--- src/rtl/adder_arbiter.sv ---
// rtl/adder_arbiter.sv - two-requester round-robin arbiter for one shared, registered adder
// Each operation walks IDLE -> ISSUE -> WAIT -> DONE; done pulses three cycles after the IDLE sample.
module adder_arbiter #(
  parameter int WIDTH = 4
) (
  input  logic             clk,
  input  logic             rst,
  input  logic             req0,
  input  logic [WIDTH-1:0] a0,
  input  logic [WIDTH-1:0] b0,
  input  logic             req1,
  input  logic [WIDTH-1:0] a1,
  input  logic [WIDTH-1:0] b1,
  output logic             gnt0,
  output logic             gnt1,
  output logic             done0,
  output logic             done1,
  output logic [WIDTH-1:0] result,
  output logic             busy,
  output logic [WIDTH-1:0] add_a,
  output logic [WIDTH-1:0] add_b,
  input  logic [WIDTH-1:0] add_sum
);

  typedef enum logic [1:0] {IDLE, ISSUE, WAIT, DONE} state_t;

  state_t state;
  state_t state_nxt;
  logic   sel;
  logic   last;
  logic   pick;
  logic   start;

  // On a tie the requester that was not served last wins.
  always_comb begin
    start = req0 | req1;
    pick  = (req0 & req1) ? ~last : req1;
  end

  always_comb begin
    state_nxt = state;
    case (state)
      IDLE:    if (start) state_nxt = ISSUE;
      ISSUE:   state_nxt = WAIT;
      WAIT:    state_nxt = DONE;
      DONE:    state_nxt = IDLE;
      default: state_nxt = IDLE;
    endcase
  end

  always_ff @(posedge clk or posedge rst) begin
    if (rst) begin
      state <= IDLE;
    end else begin
      state <= state_nxt;
    end
  end

  always_ff @(posedge clk or posedge rst) begin
    if (rst) begin
      sel    <= 1'b0;
      last   <= 1'b1;
      gnt0   <= 1'b0;
      gnt1   <= 1'b0;
      done0  <= 1'b0;
      done1  <= 1'b0;
      result <= '0;
      add_a  <= '0;
      add_b  <= '0;
    end else begin
      case (state)
        IDLE: begin
          if (start) begin
            sel   <= pick;
            add_a <= pick ? a1 : a0;
            add_b <= pick ? b1 : b0;
            gnt0  <= ~pick;
            gnt1  <= pick;
          end
        end
        WAIT: begin
          // add_sum reflects the operands the adder captured on the ISSUE edge.
          result <= add_sum;
          done0  <= ~sel;
          done1  <= sel;
        end
        DONE: begin
          gnt0  <= 1'b0;
          gnt1  <= 1'b0;
          done0 <= 1'b0;
          done1 <= 1'b0;
          last  <= sel;
        end
        default: begin
        end
      endcase
    end
  end

  assign busy = (state != IDLE);

endmodule

--- config.mk ---
export PLATFORM = sky130hd
export DESIGN_NAME = adder_arbiter
export DESIGN_NICKNAME = d
export VERILOG_FILES = /design/src/rtl/adder_arbiter.sv
export SDC_FILE = /design/constraint.sdc
export NUM_CORES = 1
export LEC_CHECK = 0
export CORE_MARGIN = 2
export CORE_UTILIZATION = 44
export DETAILED_ROUTE_END_ITERATION = 8
export PLACE_DENSITY = 0.93
export SYNTH_ARGS = -nofsm -noshare
export SYNTH_HDL_FRONTEND = slang
export SYNTH_SLANG_ARGS = --single-unit
--- constraint.sdc ---
create_clock -name clk -period 4.1 [get_ports clk]
set_input_delay 1.025 -clock clk [delete_from_list [all_inputs] [get_ports clk]]
set_output_delay 1.025 -clock clk [all_outputs]
set_load 0.02 [all_outputs]
==> run summary <==
vias per cell - 5.30
row count - 16
routed length per instance - 14.7 um
layout cell share with drive strength beyond 1 - 0.108
CTS tree - yes
antenna viol nets, final - 0
critical path required time - 3.07 ns
sequential-to-total area share from yosys stat - 0.533
clock buffer count from CTS - 3
GPL Wtd Cong - 0.833
Sequential Area - 502 um2
status - finished, final reports clean
minimum clock period - 2.74 ns
synthesis-stage register bit count - 20
final layout net count - 160
die height - 50.2 um
Multi-input gate area - 409 um2
CP endpoint kind - output port
Post-CTS Hold Buffers - 0
vias - 832
Hold Crit Class - reg2reg
Ports - 41
Reg-to-Reg Start - state[0]$_DFFE_PP0P_
fmax - 0.365 GHz
critical path class - reg2out
fin. max-slew vios - 0
worst-skew pair later-pin latency - 0.31 ns
Synth Net Count - 117
clock skew - 0.0108 ns
Synth-to-Final Area Change - 50.1%
Cells after Synth - 88
Setup-failing EPs final - 0
# port buffers - 40
CP dominant cell by count - inv_1
Synth area leader - dfrtp_1
Resized Gates After CTS - 0
antenna violations before repair - 0
total wire length - 2300 um
worst-path maximum fanout - 5
H-tree depth - 1
CTS clk-pin slew, worst paths - 0.11 ns
antenna cells - 0
Warnings, synthesis - 0
first-pass GRT wire length - 3920 um
Die X-Extent - 50.2 um
Slew headroom - 0.508
max-capacitance violation count - 0
pin count of the biggest net entering global routing - 21
1st-iter DRT viols - 11
worst hold endpoint - done0$_DFFE_PP0P_
Clock Path Buffers - 2
startpoint types - register
Finished Core Util - 0.713
total track usage - 0.206
hold path depth - 2
setup bufs post-CTS - 0
GR Overflow Total - 0
top cells by area, synth - dfrtp_1 (51%), a21oi_1 (9.0%), mux2_2 (7.2%)
Fill cells - 144
CTS sink cnt - 20
r2r setup slk - 2.49 ns
Post-Synthesis Mean Instance Area - 10.7 um2
Setup Total Neg Slack - 0 ns
worst path cell trace - inv_1 > ha_1 > inv_1 > clkdlybuf4s50_1
CTS Root Cell - clkbuf_4
slowest cell on the critical path - clkdlybuf4s50_1
full die area - 2520 um2
WP buf/inv - 3
Leakage - 0.612 nW
pwr dens - 786 nW/um2
cell family with most CP delay - buffers and inverters
min-delay src - done0$_DFFE_PP0P_
WP data arrival - 1.72 ns
post-synth top area share - 0.505
core area - 1980 um2
Final Hold Vio Count - 0
Largest stage delay, worst path - 0.59 ns
Initial Util - 0.475
Worst IR Drop VDD - 542 uV
RSZ-0062 raised after global routing - false
period utilization - 0.668
synthesized cell area - 941 um2
R2R depth - 4
DRC viols - 0
vias in the first global route - 914
Crit Reg-Reg Endpoint - state[1]$_DFFE_PP0P_
Worst Max-Slew Pin Slew - 0.737 ns
Post-DP HPWL - 1740 um
First-pass DRT Iterations - 4
post-synth cell types - 21
[metal layers]
layer,global-route usage,share of wire,up-vias
li1,-,-,389
met1,0.236,0.42,403
met2,0.366,0.51,35
met3,0.0238,0.044,5
met4,0.116,0.023,0
met5,0,0,-
[cell usage after synthesis]
cell type,instances
mux2_2,6
inv_1,4
mux2i_1,1
o31ai_1,1
nor3b_4,1
buf_6,1
o41ai_2,1
a21bo_1,1
o21a_1,1
o41ai_1,1
a21oi_1,17
o21ai_0,3
dfstp_2,1
ha_1,5
dfrtp_1,19
o21ai_1,1
a21boi_2,1
clkbuf_1,1
nand2_1,10
nor3_1,1
nor2_1,11
[sequential cells by signal (all words and copies together) (netlist names)]
signal,cells
done1,1
gnt1,1
result,4
last,1
gnt0,1
state,2
add_a,4
sel,1
add_b,4
done0,1
[per-stage QoR]
step                      power, mW  std cells  hold slack [ns]  instance area (um2)  worst slack, ns
after global placement        0.925        153            0.477                 1360             1.65
after global routing           1.18        157            0.526                 1410             1.26
after CTS                      1.12        157            0.501                 1410             1.34
final                          1.11        157            0.494                 1410             1.36
after detailed placement      0.956        153            0.475                 1360             1.58
after floorplan               0.705         88            0.470                  941             2.24
[area by class of cell]
cell class / count / area share
sequential: 20 / 0.355
multi-input combinational: 62 / 0.290
timing repair buffer: 40 / 0.283
tap: 27 / 0.0239
clock inverter: 1 / 0.0213
clock buffer: 3 / 0.0159
inverter: 4 / 0.0106
[cells in the final DEF, fill, tap and decap left out, drive strengths merged]
cell,n
a21bo,1
a21boi,1
a21oi,17
bufinv,1
clkbuf,3
clkdlybuf4s50,40
dfrtp,19
dfstp,1
ha,5
inv,4
mux2,6
mux2i,1
nand2,10
nor2,11
nor3,1
nor3b,1
o21a,1
o21ai,4
o31ai,1
o41ai,2
[kinds of logic after synthesis]
| family | Yosys count | synth area share |
|---|---|---|
| AOI/OAI and AO/OA | 27 | 0.177 |
| adders and majority gates | 5 | 0.0665 |
| buffers and inverters | 6 | 0.0319 |
| DFF | 20 | 0.533 |
| muxes | 7 | 0.0824 |
| and+or+nand+nor | 23 | 0.109 |
[worst min-delay path, stage by stage, from the launching register on]
cell and delay, ns:
dfrtp_1 0.36, nand2_1 0.05, o31ai_1 0.05
[worst max path at each step]
stage	start	end	slack (ns)	depth (start not counted)
after floorplan	state[0]$_DFFE_PP0P_	busy	2.24	3
after global placement	req0	add_b[2]$_DFFE_PP0P_	1.65	4
after CTS	state[0]$_DFFE_PP0P_	busy	1.34	4
final	state[0]$_DFFE_PP0P_	busy	1.36	4
after global routing	state[0]$_DFFE_PP0P_	busy	1.26	4
after detailed placement	req0	add_b[3]$_DFFE_PP0P_	1.58	4
[power by group]
group | switching [mW] | total, mW | leakage [nW] | internal (mW)
registers | 0.0611 | 0.362 | 0.233 | 0.301
logic | 0.300 | 0.586 | 0.351 | 0.286
clock network | 0.0633 | 0.162 | 0.0279 | 0.0989
Note: power is estimated with default switching activity, not from simulation.
==> RTL change, RTL diff (same flow settings) <==
Change the parameter `WIDTH` from 4 to 3.
--- a/src/rtl/adder_arbiter.sv
+++ b/src/rtl/adder_arbiter.sv
@@ -1,7 +1,7 @@
 // rtl/adder_arbiter.sv - two-requester round-robin arbiter for one shared, registered adder
 // Each operation walks IDLE -> ISSUE -> WAIT -> DONE; done pulses three cycles after the IDLE sample.
 module adder_arbiter #(
-  parameter int WIDTH = 4
+  parameter int WIDTH = 3
 ) (
   input  logic             clk,
   input  logic             rst,
Interface: changed (8 resized); port bits go from 41 to 33. The function was not compared with the original's and may differ.
==> RTL change against the original RTL <==
- sequential cell count down 3
- total power down 21%
- largest power group unchanged
- routed wire length down 25%
- setup slack better by 0.0048 ns
- via count down 23%
- highest routed layer unchanged
- synthesized area down 12%
- design area down 16%
- core utilization down 3.5 points
==> RTL change: results (changes against the original RTL) <==
- Vias in the first global route: 613 (was 914)
- Leakage: 0.513 nW (was 0.612 nW)
- Gr usage total: 17.9% (was 20.6%)
- Status: finished clean (unchanged)
- DP Worst Slack: 1.46 ns (was 1.58 ns)
- Largest regs: add_a x3, add_b x3, result x3 (was add_a x4, add_b x4, result x4)
- Top cells by area, synth: dfrtp_1 (49%), mux2i_1 (8.5%), ha_1 (7.6%) (was dfrtp_1 (51%), a21oi_1 (9.0%), mux2_2 (7.2%))
- Drt total wl: 1730 um (was 2300 um)
- Largest net degree at the start of global routing: 18 (was 21)
- Final HPWL DP: 1330 um (was 1740 um)
- Antenna violations before repair: 0 (unchanged)
- Top cells by count, synth: dfrtp_1 (16), nor2_1 (9), a21oi_1 (7), mux2i_1 (7) (was dfrtp_1 (19), a21oi_1 (17), nor2_1 (11))
- Final nets: 129 (was 160)
- Routed len/inst: 13.4 um (was 14.7 um)
- DR iter-0 viols: 17 (was 11)
- Synth cell types: 23 (was 21)
- Clk_skew: 0.00666 ns (was 0.0108 ns)
- Sequential area share after synthesis: 51.8% (was 53.3%)
- Global-route wire length before repair: 2700 um (was 3920 um)
- Placed cell area: 0.00115 mm^2 (was 0.00136 mm^2)
- I/O Buffers: 32 (was 40)
- Total clock buffers created by CTS: 3 (unchanged)
- Worst Hold Class: reg2reg (unchanged)
- IR drop worst, VDD: 404 uV (was 542 uV)
- Share of cells above drive strength 1: 11.5% (was 10.8%)
- Vias per Instance: 4.95 (was 5.30)
- Syn Inst Count: 71 (was 88)
- CTS clk-pin slew, worst paths: 0.10 ns
- Placer Congestion: 0.794 (was 0.833)
- Worst Max-Slew Pin Slew: 0.617 ns (was 0.737 ns)
- DR pass1 iterations: 4 (unchanged)
- Clock Latency Late Sink: 0.29 ns (was 0.31 ns)
- Post-Syn Nets: 95 (was 117)
==> RTL change: cell types whose count changed in the layout (fill, tap and decap cells not counted), sizes merged, moves of 2 or more <==
| cell | delta |
|---|---|
| a21oi | -10 |
| clkdlybuf4s50 | -8 |
| nand2 | -8 |
| mux2i | +6 |
| dfrtp | -3 |
| nor2 | -2 |
==> RTL change: final timing paths <==
check,from,end,slack [ns],depth (start not counted)
max reg2reg,state[0],state[1],2.46,4
max in group asynchronous,rst,gnt0,2.60,2
min,done0,done0,0.50,2
min in group asynchronous,rst,add_a[0],1.09,2
min reg2reg,done0,done0,0.50,2
max,state[0],busy,1.36,4
==> RTL change: kinds of logic after synthesis <==
logic type               after synthesis  synth area share (%)
AO/OA/AOI/OAI                         15                  11.9
adder cells (fa/ha/maj)                5                  7.60
buffers and inverters                  8                  4.71
flip-flops                            17                  51.8
multiplexers                          12                  15.3
AND/OR/NAND/NOR                       14                  8.66
==> RTL change: report_power, final <==
group	internal, mW	switching (mW)
logic	0.237	0.244
registers	0.255	0.0531
clock network	0.0363	0.0514
total	0.529	0.349
==> RTL change: cell type report <==
class                      instances  area [um^2]
clock buffer                       3         22.5
clock inverter                     1         5.00
fill                             136          563
inverter                           5         18.8
multi-input combinational         46          358
sequential                        17          427
tap                               25         31.3
timing repair buffer              32          320
==> RTL change: critical path: cells and delay by family, from the launching register on <==
family	cells	cell delay [ns]
flip-flops	1	0.38
adder cells (fa/ha/maj)	1	0.28
buffers and inverters	3	0.76
==> RTL change: layer usage <==
layer  vias up  global-route usage, %  wire length [um]
met3         4                   3.85                67
li1        308                      -                 -
met5         -                      0                 0
met4         0                   10.0                26
met2        19                   28.4               910
met1       308                   22.6               726
